`src/rtl/decode_stage.sv`:
```
// RV32I instruction-decode pipeline stage with valid/ready handshake on both sides.
// A second holding entry absorbs one instruction under back-pressure so fetch sees a registered ready.
module decode_stage #(
    parameter int unsigned XLEN     = 32,
    parameter bit          EN_M_EXT = 1'b0,
    parameter bit          SKID     = 1'b1
) (
    input  logic            clk_i,
    input  logic            rst_i,
    input  logic            flush_i,
    input  logic            in_valid_i,
    output logic            in_ready_o,
    input  logic [31:0]     instr_i,
    input  logic [XLEN-1:0] instr_pc_i,
    output logic            out_valid_o,
    input  logic            out_ready_i,
    output logic [XLEN-1:0] out_pc_o,
    output logic [4:0]      out_rs1_o,
    output logic [4:0]      out_rs2_o,
    output logic [4:0]      out_rd_o,
    output logic [XLEN-1:0] out_imm_o,
    output logic [29:0]     out_ctrl_o,
    output logic            out_illegal_o
);

    localparam int unsigned REG_IDX_W = 5;

    localparam logic [6:0] OPC_LOAD   = 7'b0000011;
    localparam logic [6:0] OPC_STORE  = 7'b0100011;
    localparam logic [6:0] OPC_BRANCH = 7'b1100011;
    localparam logic [6:0] OPC_JAL    = 7'b1101111;
    localparam logic [6:0] OPC_JALR   = 7'b1100111;
    localparam logic [6:0] OPC_OP_IMM = 7'b0010011;
    localparam logic [6:0] OPC_OP     = 7'b0110011;
    localparam logic [6:0] OPC_LUI    = 7'b0110111;
    localparam logic [6:0] OPC_AUIPC  = 7'b0010111;

    localparam logic [6:0] F7_BASE   = 7'b0000000;
    localparam logic [6:0] F7_ALT    = 7'b0100000;
    localparam logic [6:0] F7_MULDIV = 7'b0000001;

    localparam logic [1:0] RF_PC4 = 2'b00;
    localparam logic [1:0] RF_MEM = 2'b10;
    localparam logic [1:0] RF_ALU = 2'b11;

    localparam logic [1:0] SRC_B_RS2 = 2'b00;
    localparam logic [1:0] SRC_B_IMM = 2'b01;
    localparam logic [1:0] SRC_B_PC  = 2'b10;

    localparam logic [2:0] IMM_I = 3'b000;
    localparam logic [2:0] IMM_S = 3'b001;
    localparam logic [2:0] IMM_B = 3'b010;
    localparam logic [2:0] IMM_U = 3'b011;
    localparam logic [2:0] IMM_J = 3'b100;

    localparam logic [1:0] PC_PLUS4  = 2'b00;
    localparam logic [1:0] PC_REL    = 2'b01;
    localparam logic [1:0] PC_RS1REL = 2'b10;

    localparam logic [3:0] ALU_ADD  = 4'b0000;
    localparam logic [3:0] ALU_SRA  = 4'b1101;
    localparam logic [3:0] ALU_COPY = 4'b1001;

    // 29 defined control bits; the MSB is reserved and always zero.
    typedef struct packed {
        logic       rsvd;
        logic [1:0] rf_sel;
        logic       src_a_sel;   // 0: rs1, 1: immediate (paired with SRC_B=PC for AUIPC)
        logic [1:0] src_b_sel;
        logic [3:0] alu_fun;
        logic       reg_write;
        logic       mem_write;
        logic       mem_read;
        logic [1:0] byte_sel;
        logic       sign;
        logic [2:0] imm_sel;
        logic       branch;
        logic [2:0] br_type;
        logic       jump;
        logic [1:0] pc_sel;
        logic       md_valid;
        logic [2:0] md_fun;
    } ctrl_t;

    typedef struct packed {
        logic [XLEN-1:0]      pc;
        logic [REG_IDX_W-1:0] rs1;
        logic [REG_IDX_W-1:0] rs2;
        logic [REG_IDX_W-1:0] rd;
        logic [XLEN-1:0]      imm;
        ctrl_t                ctrl;
        logic                 illegal;
    } bundle_t;

    logic [6:0] opcode;
    logic [2:0] funct3;
    logic [6:0] funct7;
    ctrl_t      dec_ctrl;
    logic       dec_illegal;
    logic [31:0] imm32;
    bundle_t    dec_bundle;

    bundle_t main_q, main_d;
    bundle_t skid_q, skid_d;
    logic    main_valid_q, main_valid_d;
    logic    skid_valid_q, skid_valid_d;
    logic    in_fire;
    logic    out_fire;

    assign opcode = instr_i[6:0];
    assign funct3 = instr_i[14:12];
    assign funct7 = instr_i[31:25];

    // Control decode and legality check of the incoming instruction.
    always_comb begin
        dec_ctrl    = '0;
        dec_illegal = 1'b0;
        case (opcode)
            OPC_OP: begin
                dec_ctrl.rf_sel    = RF_ALU;
                dec_ctrl.src_b_sel = SRC_B_RS2;
                dec_ctrl.alu_fun   = {instr_i[30], funct3};
                dec_ctrl.reg_write = 1'b1;
                if (EN_M_EXT && (funct7 == F7_MULDIV)) begin
                    dec_ctrl.md_valid = 1'b1;
                    dec_ctrl.md_fun   = funct3;
                end else if (funct7 == F7_ALT) begin
                    if ((funct3 != 3'b000) && (funct3 != 3'b101)) begin
                        dec_illegal = 1'b1;
                    end
                end else if (funct7 != F7_BASE) begin
                    dec_illegal = 1'b1;
                end
            end
            OPC_OP_IMM: begin
                dec_ctrl.rf_sel    = RF_ALU;
                dec_ctrl.src_b_sel = SRC_B_IMM;
                dec_ctrl.alu_fun   = {1'b0, funct3};
                dec_ctrl.reg_write = 1'b1;
                dec_ctrl.imm_sel   = IMM_I;
                if ((funct3 == 3'b001) && (funct7 != F7_BASE)) begin
                    dec_illegal = 1'b1;
                end else if (funct3 == 3'b101) begin
                    if (funct7 == F7_ALT) begin
                        dec_ctrl.alu_fun = ALU_SRA;
                    end else if (funct7 != F7_BASE) begin
                        dec_illegal = 1'b1;
                    end
                end
            end
            OPC_LOAD: begin
                dec_ctrl.rf_sel    = RF_MEM;
                dec_ctrl.src_b_sel = SRC_B_IMM;
                dec_ctrl.alu_fun   = ALU_ADD;
                dec_ctrl.reg_write = 1'b1;
                dec_ctrl.mem_read  = 1'b1;
                dec_ctrl.byte_sel  = funct3[1:0];
                dec_ctrl.sign      = ~funct3[2];
                dec_ctrl.imm_sel   = IMM_I;
                if ((funct3 == 3'b011) || (funct3 == 3'b110) || (funct3 == 3'b111)) begin
                    dec_illegal = 1'b1;
                end
            end
            OPC_STORE: begin
                dec_ctrl.src_b_sel = SRC_B_IMM;
                dec_ctrl.alu_fun   = ALU_ADD;
                dec_ctrl.mem_write = 1'b1;
                dec_ctrl.byte_sel  = funct3[1:0];
                dec_ctrl.imm_sel   = IMM_S;
                if (funct3 > 3'b010) begin
                    dec_illegal = 1'b1;
                end
            end
            OPC_BRANCH: begin
                dec_ctrl.src_b_sel = SRC_B_RS2;
                dec_ctrl.branch    = 1'b1;
                dec_ctrl.imm_sel   = IMM_B;
                dec_ctrl.pc_sel    = PC_REL;
                case (funct3)
                    3'b000:  dec_ctrl.br_type = 3'd0;
                    3'b001:  dec_ctrl.br_type = 3'd1;
                    3'b100:  dec_ctrl.br_type = 3'd2;
                    3'b101:  dec_ctrl.br_type = 3'd3;
                    3'b110:  dec_ctrl.br_type = 3'd4;
                    3'b111:  dec_ctrl.br_type = 3'd5;
                    default: dec_illegal      = 1'b1;
                endcase
            end
            OPC_JAL: begin
                dec_ctrl.rf_sel    = RF_PC4;
                dec_ctrl.reg_write = 1'b1;
                dec_ctrl.jump      = 1'b1;
                dec_ctrl.imm_sel   = IMM_J;
                dec_ctrl.pc_sel    = PC_REL;
            end
            OPC_JALR: begin
                dec_ctrl.rf_sel    = RF_PC4;
                dec_ctrl.reg_write = 1'b1;
                dec_ctrl.jump      = 1'b1;
                dec_ctrl.imm_sel   = IMM_I;
                dec_ctrl.pc_sel    = PC_RS1REL;
                if (funct3 != 3'b000) begin
                    dec_illegal = 1'b1;
                end
            end
            OPC_LUI: begin
                dec_ctrl.rf_sel    = RF_ALU;
                dec_ctrl.src_b_sel = SRC_B_IMM;
                dec_ctrl.alu_fun   = ALU_COPY;
                dec_ctrl.reg_write = 1'b1;
                dec_ctrl.imm_sel   = IMM_U;
            end
            OPC_AUIPC: begin
                dec_ctrl.rf_sel    = RF_ALU;
                dec_ctrl.src_a_sel = 1'b1;
                dec_ctrl.src_b_sel = SRC_B_PC;
                dec_ctrl.alu_fun   = ALU_ADD;
                dec_ctrl.reg_write = 1'b1;
                dec_ctrl.imm_sel   = IMM_U;
            end
            default: dec_illegal = 1'b1;
        endcase

        if (instr_i[1:0] != 2'b11) begin
            dec_illegal = 1'b1;
        end

        // An illegal bundle still flows downstream but must not change architectural state.
        if (dec_illegal) begin
            dec_ctrl.reg_write = 1'b0;
            dec_ctrl.mem_write = 1'b0;
            dec_ctrl.mem_read  = 1'b0;
            dec_ctrl.branch    = 1'b0;
            dec_ctrl.jump      = 1'b0;
            dec_ctrl.md_valid  = 1'b0;
            dec_ctrl.pc_sel    = PC_PLUS4;
        end
    end

    // Immediate generation, sign bit is always instr_i[31].
    always_comb begin
        imm32 = '0;
        case (dec_ctrl.imm_sel)
            IMM_I:   imm32 = {{20{instr_i[31]}}, instr_i[31:20]};
            IMM_S:   imm32 = {{20{instr_i[31]}}, instr_i[31:25], instr_i[11:7]};
            IMM_B:   imm32 = {{19{instr_i[31]}}, instr_i[31], instr_i[7], instr_i[30:25],
                              instr_i[11:8], 1'b0};
            IMM_U:   imm32 = {instr_i[31:12], 12'b0};
            IMM_J:   imm32 = {{11{instr_i[31]}}, instr_i[31], instr_i[19:12], instr_i[20],
                              instr_i[30:21], 1'b0};
            default: imm32 = '0;
        endcase
    end

    always_comb begin
        dec_bundle         = '0;
        dec_bundle.pc      = instr_pc_i;
        dec_bundle.rs1     = instr_i[19:15];
        dec_bundle.rs2     = instr_i[24:20];
        dec_bundle.rd      = instr_i[11:7];
        dec_bundle.imm     = XLEN'($signed(imm32));
        dec_bundle.ctrl    = dec_ctrl;
        dec_bundle.illegal = dec_illegal;
    end

    // Ready never asserts during reset or flush so nothing is handshaken and then lost.
    assign in_ready_o = ~rst_i & ~flush_i &
                        (SKID ? ~skid_valid_q : (~main_valid_q | out_ready_i));
    assign in_fire    = in_valid_i & in_ready_o;
    assign out_fire   = main_valid_q & out_ready_i;

    // MAIN drives the outputs; SKID only fills while MAIN is stalled.
    always_comb begin
        main_d       = main_q;
        main_valid_d = main_valid_q;
        skid_d       = skid_q;
        skid_valid_d = skid_valid_q;
        if (flush_i) begin
            main_valid_d = 1'b0;
            skid_valid_d = 1'b0;
        end else if (~main_valid_q | out_fire) begin
            if (skid_valid_q) begin
                main_d       = skid_q;
                main_valid_d = 1'b1;
                skid_valid_d = 1'b0;
            end else begin
                main_valid_d = in_fire;
                if (in_fire) begin
                    main_d = dec_bundle;
                end
            end
        end else if (in_fire) begin
            skid_d       = dec_bundle;
            skid_valid_d = 1'b1;
        end
    end

    always_ff @(posedge clk_i) begin
        if (rst_i) begin
            main_q       <= '0;
            main_valid_q <= 1'b0;
            skid_q       <= '0;
            skid_valid_q <= 1'b0;
        end else begin
            main_q       <= main_d;
            main_valid_q <= main_valid_d;
            skid_q       <= skid_d;
            skid_valid_q <= skid_valid_d;
        end
    end

    assign out_valid_o   = main_valid_q;
    assign out_pc_o      = main_q.pc;
    assign out_rs1_o     = main_q.rs1;
    assign out_rs2_o     = main_q.rs2;
    assign out_rd_o      = main_q.rd;
    assign out_imm_o     = main_q.imm;
    assign out_ctrl_o    = main_q.ctrl;
    assign out_illegal_o = main_q.illegal;

endmodule

```
`config.mk`:
```
export PLATFORM = sky130hd
export DESIGN_NAME = decode_stage
export DESIGN_NICKNAME = d
export VERILOG_FILES = /design/src/rtl/decode_stage.sv
export SDC_FILE = /design/constraint.sdc
export NUM_CORES = 1
export LEC_CHECK = 0
export CORE_MARGIN = 8
export CORE_UTILIZATION = 47
export DETAILED_ROUTE_END_ITERATION = 8
export PLACE_DENSITY = 0.77
export SKIP_LAST_GASP = 1
export SYNTH_ARGS = -nofsm -noshare
export SYNTH_HDL_FRONTEND = slang
export SYNTH_SLANG_ARGS = --single-unit
```
`constraint.sdc`:
```
create_clock -name clk_i -period 1.85 [get_ports clk_i]
set_input_delay 0.37 -clock clk_i [delete_from_list [all_inputs] [get_ports clk_i]]
set_output_delay 0.37 -clock clk_i [all_outputs]
set_load 0.03 [all_outputs]
```
==> results of run 1 <==
-- power groups by stage --
stage,combinational [mW],sequential (mW),clock [mW]
final,1.30,4.71,4.59
after global routing,1.39,4.72,4.82
after CTS,1.27,4.71,4.64
after detailed placement,1.34,4.81,0
after global placement,1.33,4.81,0
after floorplan,0.477,5.02,0
-- critical path: stages, from the launching register on --
cell and delay, ns:
dfxtp_4 0.34, buf_4 0.17, buf_12 0.19, nor3_4 0.20, buf_6 0.15
-- sequential cells by signal, indices dropped and copies added, names as in the netlist --
name,cells
out_rd_o,5
out_valid_o,1
skid_valid_q,1
out_pc_o,32
out_rs1_o,5
out_ctrl_o,24
out_rs2_o,5
skid_q,104
out_illegal_o,1
out_imm_o,32
-- worst min path at each step --
stage                      end  slack (ns)  cells after the start
floorplan           skid_q[36]        0.43                      2
CTS                 skid_q[29]        0.42                      6
global placement    skid_q[23]        0.44                      2
detailed placement  skid_q[27]        0.45                      2
finish              skid_q[29]        0.43                      6
global route        skid_q[29]        0.44                      6
-- through the flow --
stage | area (sq um) | hold slack, ns | std cells | TNS (ns) | total power, mW
finish | 12400 | 0.435 | 1535 | -0.0743 | 10.6
CTS | 12200 | 0.424 | 1530 | -0.371 | 10.6
global placement | 11600 | 0.437 | 1489 | -70.19 | 6.14
global route | 12400 | 0.438 | 1535 | -0.133 | 10.9
detailed placement | 11600 | 0.446 | 1489 | -74.34 | 6.15
floorplan | 8960 | 0.432 | 1064 | 0 | 5.49
-- cells by family after synthesis --
logic type / after synthesis
and+or+nand+nor: 380
AOI/OAI and AO/OA: 306
DFF: 210
buffers and inverters: 111
muxes: 51
xor gates and xnor gates: 1
other: 1
-- timing repair --
action / CTS / global route
hold buffers: 0 / 0
resized for setup: 109 / 25
endpoints found under the setup margin: 118 / 67
cloned: 0 / 0
setup buffers: 0 / 5
pin swaps: 0 / 6
-- placed cells by master (no fill, tap or decap), types with 5 or more instances in the layout --
master	Yosys	final
dfxtp_1	210	209
nand2_1	164	163
nor2_1	129	129
a21oi_1	117	114
buf_4	8	111
dlygate4sd2_1	0	106
a211oi_1	80	78
clkdlybuf4s50_1	0	63
mux2i_1	50	50
o21ai_0	32	32
clkbuf_16	0	23
nand3_1	20	19
nor3_1	20	19
a221oi_1	14	12
buf_12	0	12
a21o_1	11	11
a31oi_1	10	10
a311oi_1	8	8
clkbuf_8	0	8
and3_1	7	7
inv_1	6	6
clkinv_2	0	6
nand4_1	5	5
nor4_1	6	5
a211o_1	5	5
a32o_1	5	5
nand2b_1	5	5
conb_1	1	5
-- layer usage --
| metal | global-route usage (%) | wire [um] | vias up |
|---|---|---|---|
| met5 | 0 | 0 | - |
| met4 | 6.44 | 648 | 0 |
| met3 | 5.61 | 2410 | 50 |
| met2 | 36.3 | 12800 | 368 |
| met1 | 28.9 | 12000 | 4130 |
| li1 | - | - | 4210 |
-- cell type report --
class	count	area share, %
multi-input cells	743	35.2
flip-flops and latches	210	34.0
repair buffers	299	22.0
clock buffers	32	5.57
well taps	234	2.37
clock inverters	9	0.617
inverters	8	0.243
==> results list, run 1 <==
- The largest total area in the synthesized netlist belongs to dfxtp_1.
- Worst Setup Slack, final: -0.0743 ns
- The clock passes through at most 3 buffers.
* Setup crit start: skid_valid_q
- Startpoint class of the critical path: flop
- The root buffer cell chosen for the clock tree is clkbuf_16.
- The final number of hold-violating endpoints came to 0.
- Area of all sequential standard cells: 0.00421 sq mm
* Kind of capture point of the worst setup path: output port
- Combinational share of power: 12.2%
* P per Cell Area: 856 mW/mm^2
* P_int: 7.89 mW
- During I/O placement, the number of pins put on the boundary was 181.
- After detailed routing, the number of remaining DRC violations is 0.
- Netlist cell types: 65
* Required arrival time at the worst endpoint: between 1 and 1.5 ns
- For this block, the initial DRC count from the detailed router was ~560.
- Summing the areas of all compound-gate instances in the mapped netlist gives 22.6% of the synthesized area.
* Critical path start-end classification: reg -> out
* Sum of net half-perimeters after detailed placement: 19.2 mm
* Vert. Die Dim: 154 um
- Initial antenna violation count: 0
- TritonCTS Buffers: 23
- Post-synthesis simple-gate area fraction: 18.9%
* Area share of the largest cell type after synthesis: 47.0%
* Setup slack on the worst flop-to-flop path: 0.08 ns
- Wire length reported by the detailed router: roughly 28 mm
* Clock tree from TritonCTS: built
- Failing checks: setup timing
- In this run the most critical hold path is launched from rst_i.
- Post-placement setup slack: -0.573 ns
- Fraction of power consumed by sequential logic: 44.4%
* Fmax: 0.520 GHz
- Post-synth top flop: dfxtp_1
- Setup repair after global routing could not meet its margin everywhere.
- Worst max-slew margin expressed relative to the limit: roughly three fifths
* Fillers: 1564
- The number of global-route vias before repair came to 8374.
- Dividing the detail-routed via count by the number of cells gives 5.71.
- The worst register-to-register path begins at skid_valid_q.
- Dividing the final minimum period by the clock period gives 104%.
- Die X: 154 um
- In the final layout, the multi-input gates occupy 0.00435 sq mm.
* Count of antenna-violating nets left after detailed routing: 0
* Asr flop ratio synth: 0%
* Most common library cells after synthesis: dfxtp_1 (210), nand2_1 (164), nor2_1 (129), a21oi_1 (117), a211oi_1 (80)
- Pin count of the biggest net entering global routing: 70
* Ant diodes: 0
* Combined global-route utilization of all metal layers: 22.3%
* Post-synthesis mux area share: 5.73%
- Data arrival, critical path: around 1.6 ns
- Peak supply drop: 0.543 mV
- Switching power: around 2.7 mW
* First drt pass iteration count: 5
* Insertion delay of the later-clocked pin in the worst-skew pair: 0.50 ns
* Crit-path max FO: 28
- Post-synthesis share of cell area spent on full adders, half adders and majority gates: 0%
* Flip-flop and latch count after synthesis: 210
* Area added between synthesis and finish: 38.4%
- The count of buffers added on input and output ports is 175.
- Share of total power in the clock network: 43.3%
* Hold Crit Class: in -> reg
- In the post-synthesis netlist, the cell with the most instances is dfxtp_1.
- Sequential elements use a little under half of the synthesized area.
* Std-Cell Core Area: 0.0187 sq mm
- Across the routed clock network, the largest skew measured is 0.00945 ns.
- The floorplan step defined a die boundary enclosing about 0.024 sq mm.
- Summing the areas of all xor and xnor instances in the mapped netlist gives less than 1% of the synthesized area.
- The congestion estimate from routability-driven global placement came to between 0.8 and 0.9.
- Number of failing setup endpoints in the final timing report: 1
- Pin slew with the least headroom to its limit: 0.609 ns
- Total via count after detailed routing: between 8000 and 9000
- The tree built by TritonCTS fans out to 210 sinks.
- Reg-to-reg endpoint: skid_q[44]
* R2R depth: 7
- Largest family of logic cells by synthesized area: compound AO/OA/AOI/OAI gates
* Initial core utilization: 47.8%
- After clock tree synthesis, the clock-pin slew on the worst setup and hold paths is 0.06 ns.
- Post-layout net count: 1354
- Max-cap check violation count: 0
- Syn Inst Count: 1060
- For this design the static power due to leakage is 4.80 nW.
- In the final routed layout, each cell accounts on average for 18.2 um.
- Counting I/O delays and the setup requirement, the final critical path takes 1.92 ns.
- Final cell utilization of the core: 66.1%
* Switching portion of total power: 25.5%
* Yosys warning count: 0
- In this run the cell area of the synthesized design comes to a little under 0.009 sq mm.
- Htree depth: 1
- Count of pins over their slew limit: 0
* Fraction of layout cells with a size suffix above 1: 15.7%
- Result of the run: finished with violations
- In this run, synthesis inferred 0 flip-flops with an integrated enable.
* Leading post-synthesis cells by cell area: dfxtp_1 (47%), nand2_1 (6.9%), a211oi_1 (6.7%)
* Standard-cell row count: 50
- The critical path ends at in_ready_o.
- A synthesized cell averages 8.43 sq um.
- Global routing finished with a remaining overflow of 0.
- Wire length of the first global-routing pass: 44.0 mm
Note: power is estimated with default switching activity, not from simulation.
==> inputs of run 2 (changes only) <==
--- a/config.mk
+++ b/config.mk
@@ -5,10 +5,10 @@
 export SDC_FILE = /design/constraint.sdc
 export NUM_CORES = 1
 export LEC_CHECK = 0
-export CORE_MARGIN = 8
-export CORE_UTILIZATION = 47
+export CORE_UTILIZATION = 57
 export DETAILED_ROUTE_END_ITERATION = 8
-export PLACE_DENSITY = 0.77
+export DONT_BUFFER_PORTS = 1
+export PLACE_DENSITY = 0.75
 export SKIP_LAST_GASP = 1
 export SYNTH_ARGS = -nofsm -noshare
 export SYNTH_HDL_FRONTEND = slang
==> results list, run 2 (synthesis results as in run 1) <==
- The chip width came to 127 um (was 154 um).
- The worst-path cell with the longest stage delay was dfxtp_4 (unchanged).
- Commonest non-fill, non-tap cells in the layout: dfxtp_1 (209), nand2_1 (164), nor2_1 (129), a21oi_1 (117), a211oi_1 (75) (was dfxtp_1 (209), nand2_1 (163), nor2_1 (129), a21oi_1 (114), buf_4 (111))
* Standard-cell row count: 45 (was 50)
- Startpoint class of the critical path: flop (unchanged)
- Detailed Route Iter0 Violations: 560 (was 564)
* Number of buffers and inverters on the critical path: 3 (unchanged)
* Quantity of I/O buffers inserted on ports: 0 (was 175)
- The final-stage net count is 1113 (was 1354).
- The number of antenna violations at the first check in global routing was 0 (unchanged).
- Unrepaired setup endpoints after global routing: true (unchanged)
- The kind of end point of the critical path was an output port (unchanged).
- The share of total power in sequential cells came to 50.4% (was 44.4%).
- The achievable frequency was 0.530 GHz (was 0.520 GHz).
- The hold-fix buffer count after cts was 3 (was 0).
* Maximum count of clock buffers along a single path: 3 (unchanged)
- The number of buffers added by the clock tree synthesis step was 23 (unchanged).
- The y dimension of the die came to 127 um (was 154 um).
* Ant diodes: 0 (unchanged)
* Hold Fails Final Rpt: 25 (was 0)
- The number of design rule violations left after detail routing is 0 (unchanged).
- The net switching fraction of the power was 24.2% (was 25.5%).
* Critical path's largest stage delay: 0.34 ns (about the same)
- Clock tree from TritonCTS: built (unchanged)
* Critical path start-end classification: reg -> out (unchanged)
- The setup TNS came to -0.0379 ns (was -0.0743 ns).
* Wire length of the first global-routing pass: 36.8 mm (was 44.0 mm)
* Fillers: 1242 (was 1564)
- Worst hold slack after final layout: -0.0560 ns (was 0.435 ns)
- The worst clock skew came to 0.0108 ns (was 0.00945 ns).
* Wirelength per Cell: 18.5 um (was 18.2 um)
* Count of pins over their slew limit: 0 (unchanged)
- The post-route worst setup slack was -0.0379 ns (was -0.0743 ns).
- Post-placement setup slack: -0.0518 ns (was -0.573 ns)
- Result of the run: finished with violations (unchanged).
* Vias in the first global route: 7036 (was 8374)
- Pin slew with the least headroom to its limit: 0.986 ns (was 0.609 ns)
- First drt pass iteration count: 5 (unchanged)
* Io pins: 181 (unchanged)
* Peak supply drop: 0.635 mV (was 0.543 mV)
- Required arrival time at the worst endpoint: 1.48 ns (about the same)
- Wire length reported by the detailed router: 23.5 mm (was 27.9 mm)
- The part of the total power dissipated in the clock network came to 44.2% (was 43.3%).
- The kind of cell with the highest combined delay on the critical path was buffers and inverters (unchanged).
- Switching power: 2.37 mW (was 2.70 mW)
* Area added between synthesis and finish: 14.6% (was 38.4%)
- Final worst-path cycle share: 102% (was 104%)
- Number of failing setup endpoints in the final timing report: 1 (unchanged)
- Combined area of the multi-input logic cells: 0.00431 sq mm (was 0.00435 sq mm)
- Data arrival, critical path: 1.52 ns (was 1.55 ns)
- Placer Congestion: 0.878 (was 0.897)
- GRT Residual Overflow: 0 (unchanged)
- The storage element area was 0.00421 sq mm (unchanged).
- Via-per-instance ratio: 6.04 (was 5.71)
- Max-cap check violation count: 0 (unchanged)
- Pin count of the biggest net entering global routing: 212 (was 70)
- The top register by number of flip-flops is skid_q (unchanged).
- Total via count after detailed routing: 7675 (was 8758)
* Minimum clock period after layout: 1.89 ns (was 1.92 ns)
* P per Cell Area: 956 mW/mm^2 (was 856 mW/mm^2)
- The number of clock sinks is 210 (unchanged).
* Hold Crit Class: in -> reg (unchanged)
- Reported leakage power: 3.38 nW (was 4.80 nW)
- Final cell utilization of the core: 67.1% (was 66.1%)
* P_int: 7.42 mW (was 7.89 mW)
* Root buffer cell: clkbuf_16 (unchanged)
- The final antenna-violating net count is 0 (unchanged).
- The number of flip-flops in the largest register was 104 (unchanged).
- Failing checks: hold timing, setup timing (was setup timing).
* Htree depth: 1 (unchanged)
- The tightest slew margin relative to the limit was 34.0% (was 59.4%).
- The logic gate share of total power was 5.4% (was 12.2%).
* Total design power: 9.79 mW (was 10.6 mW)
- Std-Cell Core Area: 0.0153 sq mm (was 0.0187 sq mm)
- Die Area: 0.0162 sq mm (was 0.0237 sq mm)
* Sum of net half-perimeters after detailed placement: 14.8 mm (was 19.2 mm)
- Insertion delay of the later-clocked pin in the worst-skew pair: 0.50 ns (about the same)
* Most common cell after layout, fill and taps aside: dfxtp_1 (unchanged)
- The top fanout value on the critical path was 12 (was 28).
* Initial core utilization: 58.6% (was 47.8%)
* Clock transition at path regs: 0.06 ns (about the same)
* Combined global-route utilization of all metal layers: 28.2% (was 22.3%)
* Series of cell instances along the critical path: buf_6, buf_16, nor3_4, buf_4 (was buf_4, buf_12, nor3_4, buf_6)
- The layout cell share with drive strength beyond 1 came to 11.5% (was 15.7%).
run 2: area by class of cell:
type,instances,share of cell area (%)
tap,211,2.58
sequential,210,41.1
clock buffer,33,6.67
inverter,8,0.293
clock inverter,7,0.367
timing repair buffer,58,6.89
multi-input combinational,743,42.1
run 2: power by group through the flow:
stage / combinational, mW / sequential (mW) / clock, mW
floorplan: 0.477 / 5.02 / 0
global placement: 0.497 / 5.03 / 0
detailed placement: 0.508 / 5.04 / 0
CTS: 0.520 / 4.94 / 4.38
global route: 0.585 / 4.95 / 4.60
finish: 0.527 / 4.94 / 4.33
run 2: worst paths after layout:
| kind | from | end | slack [ns] | depth (start not counted) |
|---|---|---|---|---|
| hold / removal | rst_i | skid_q[87] | -0.06 | 1 |
| setup reg to reg | skid_valid_q | skid_valid_q | 0.03 | 5 |
| hold reg to reg | skid_q[86] | skid_q[86] | 0.45 | 2 |
| setup / recovery | skid_valid_q | in_ready_o | -0.04 | 4 |
run 2: per-stage QoR:
| stage | instance area (sq um) | instances |
|---|---|---|
| after floorplan | 8960 | 1064 |
| after global placement | 9250 | 1218 |
| after detailed placement | 9250 | 1218 |
| after CTS | 10100 | 1263 |
| after global routing | 10200 | 1270 |
| final | 10200 | 1270 |
run 2: worst reg2reg max path, delay by kind of cell (launching register included):
kind | cells | cell delay, ns
AND/OR/NAND/NOR | 2 | 0.30
buffers and inverters | 3 | 1.12
flip-flops | 1 | 0.34
run 2: routing by layer:
| layer | up-vias | GRT usage (%) | wire length, um |
|---|---|---|---|
| li1 | 3739 | - | - |
| met1 | 3612 | 35.7 | 10000 |
| met2 | 272 | 46.7 | 11000 |
| met3 | 52 | 6.74 | 1820 |
| met4 | 0 | 10.5 | 724 |
| met5 | - | 0 | 0 |
run 2: what timing repair did:
| action | CTS | global route |
|---|---|---|
| endpoints found under the hold margin | 197 | 145 |
| gates resized for setup | 6 | 8 |
| gates cloned | 2 | 3 |
| pin swaps | 0 | 2 |
| endpoints found under the setup margin | 5 | 22 |
| buffers inserted | 0 | 4 |
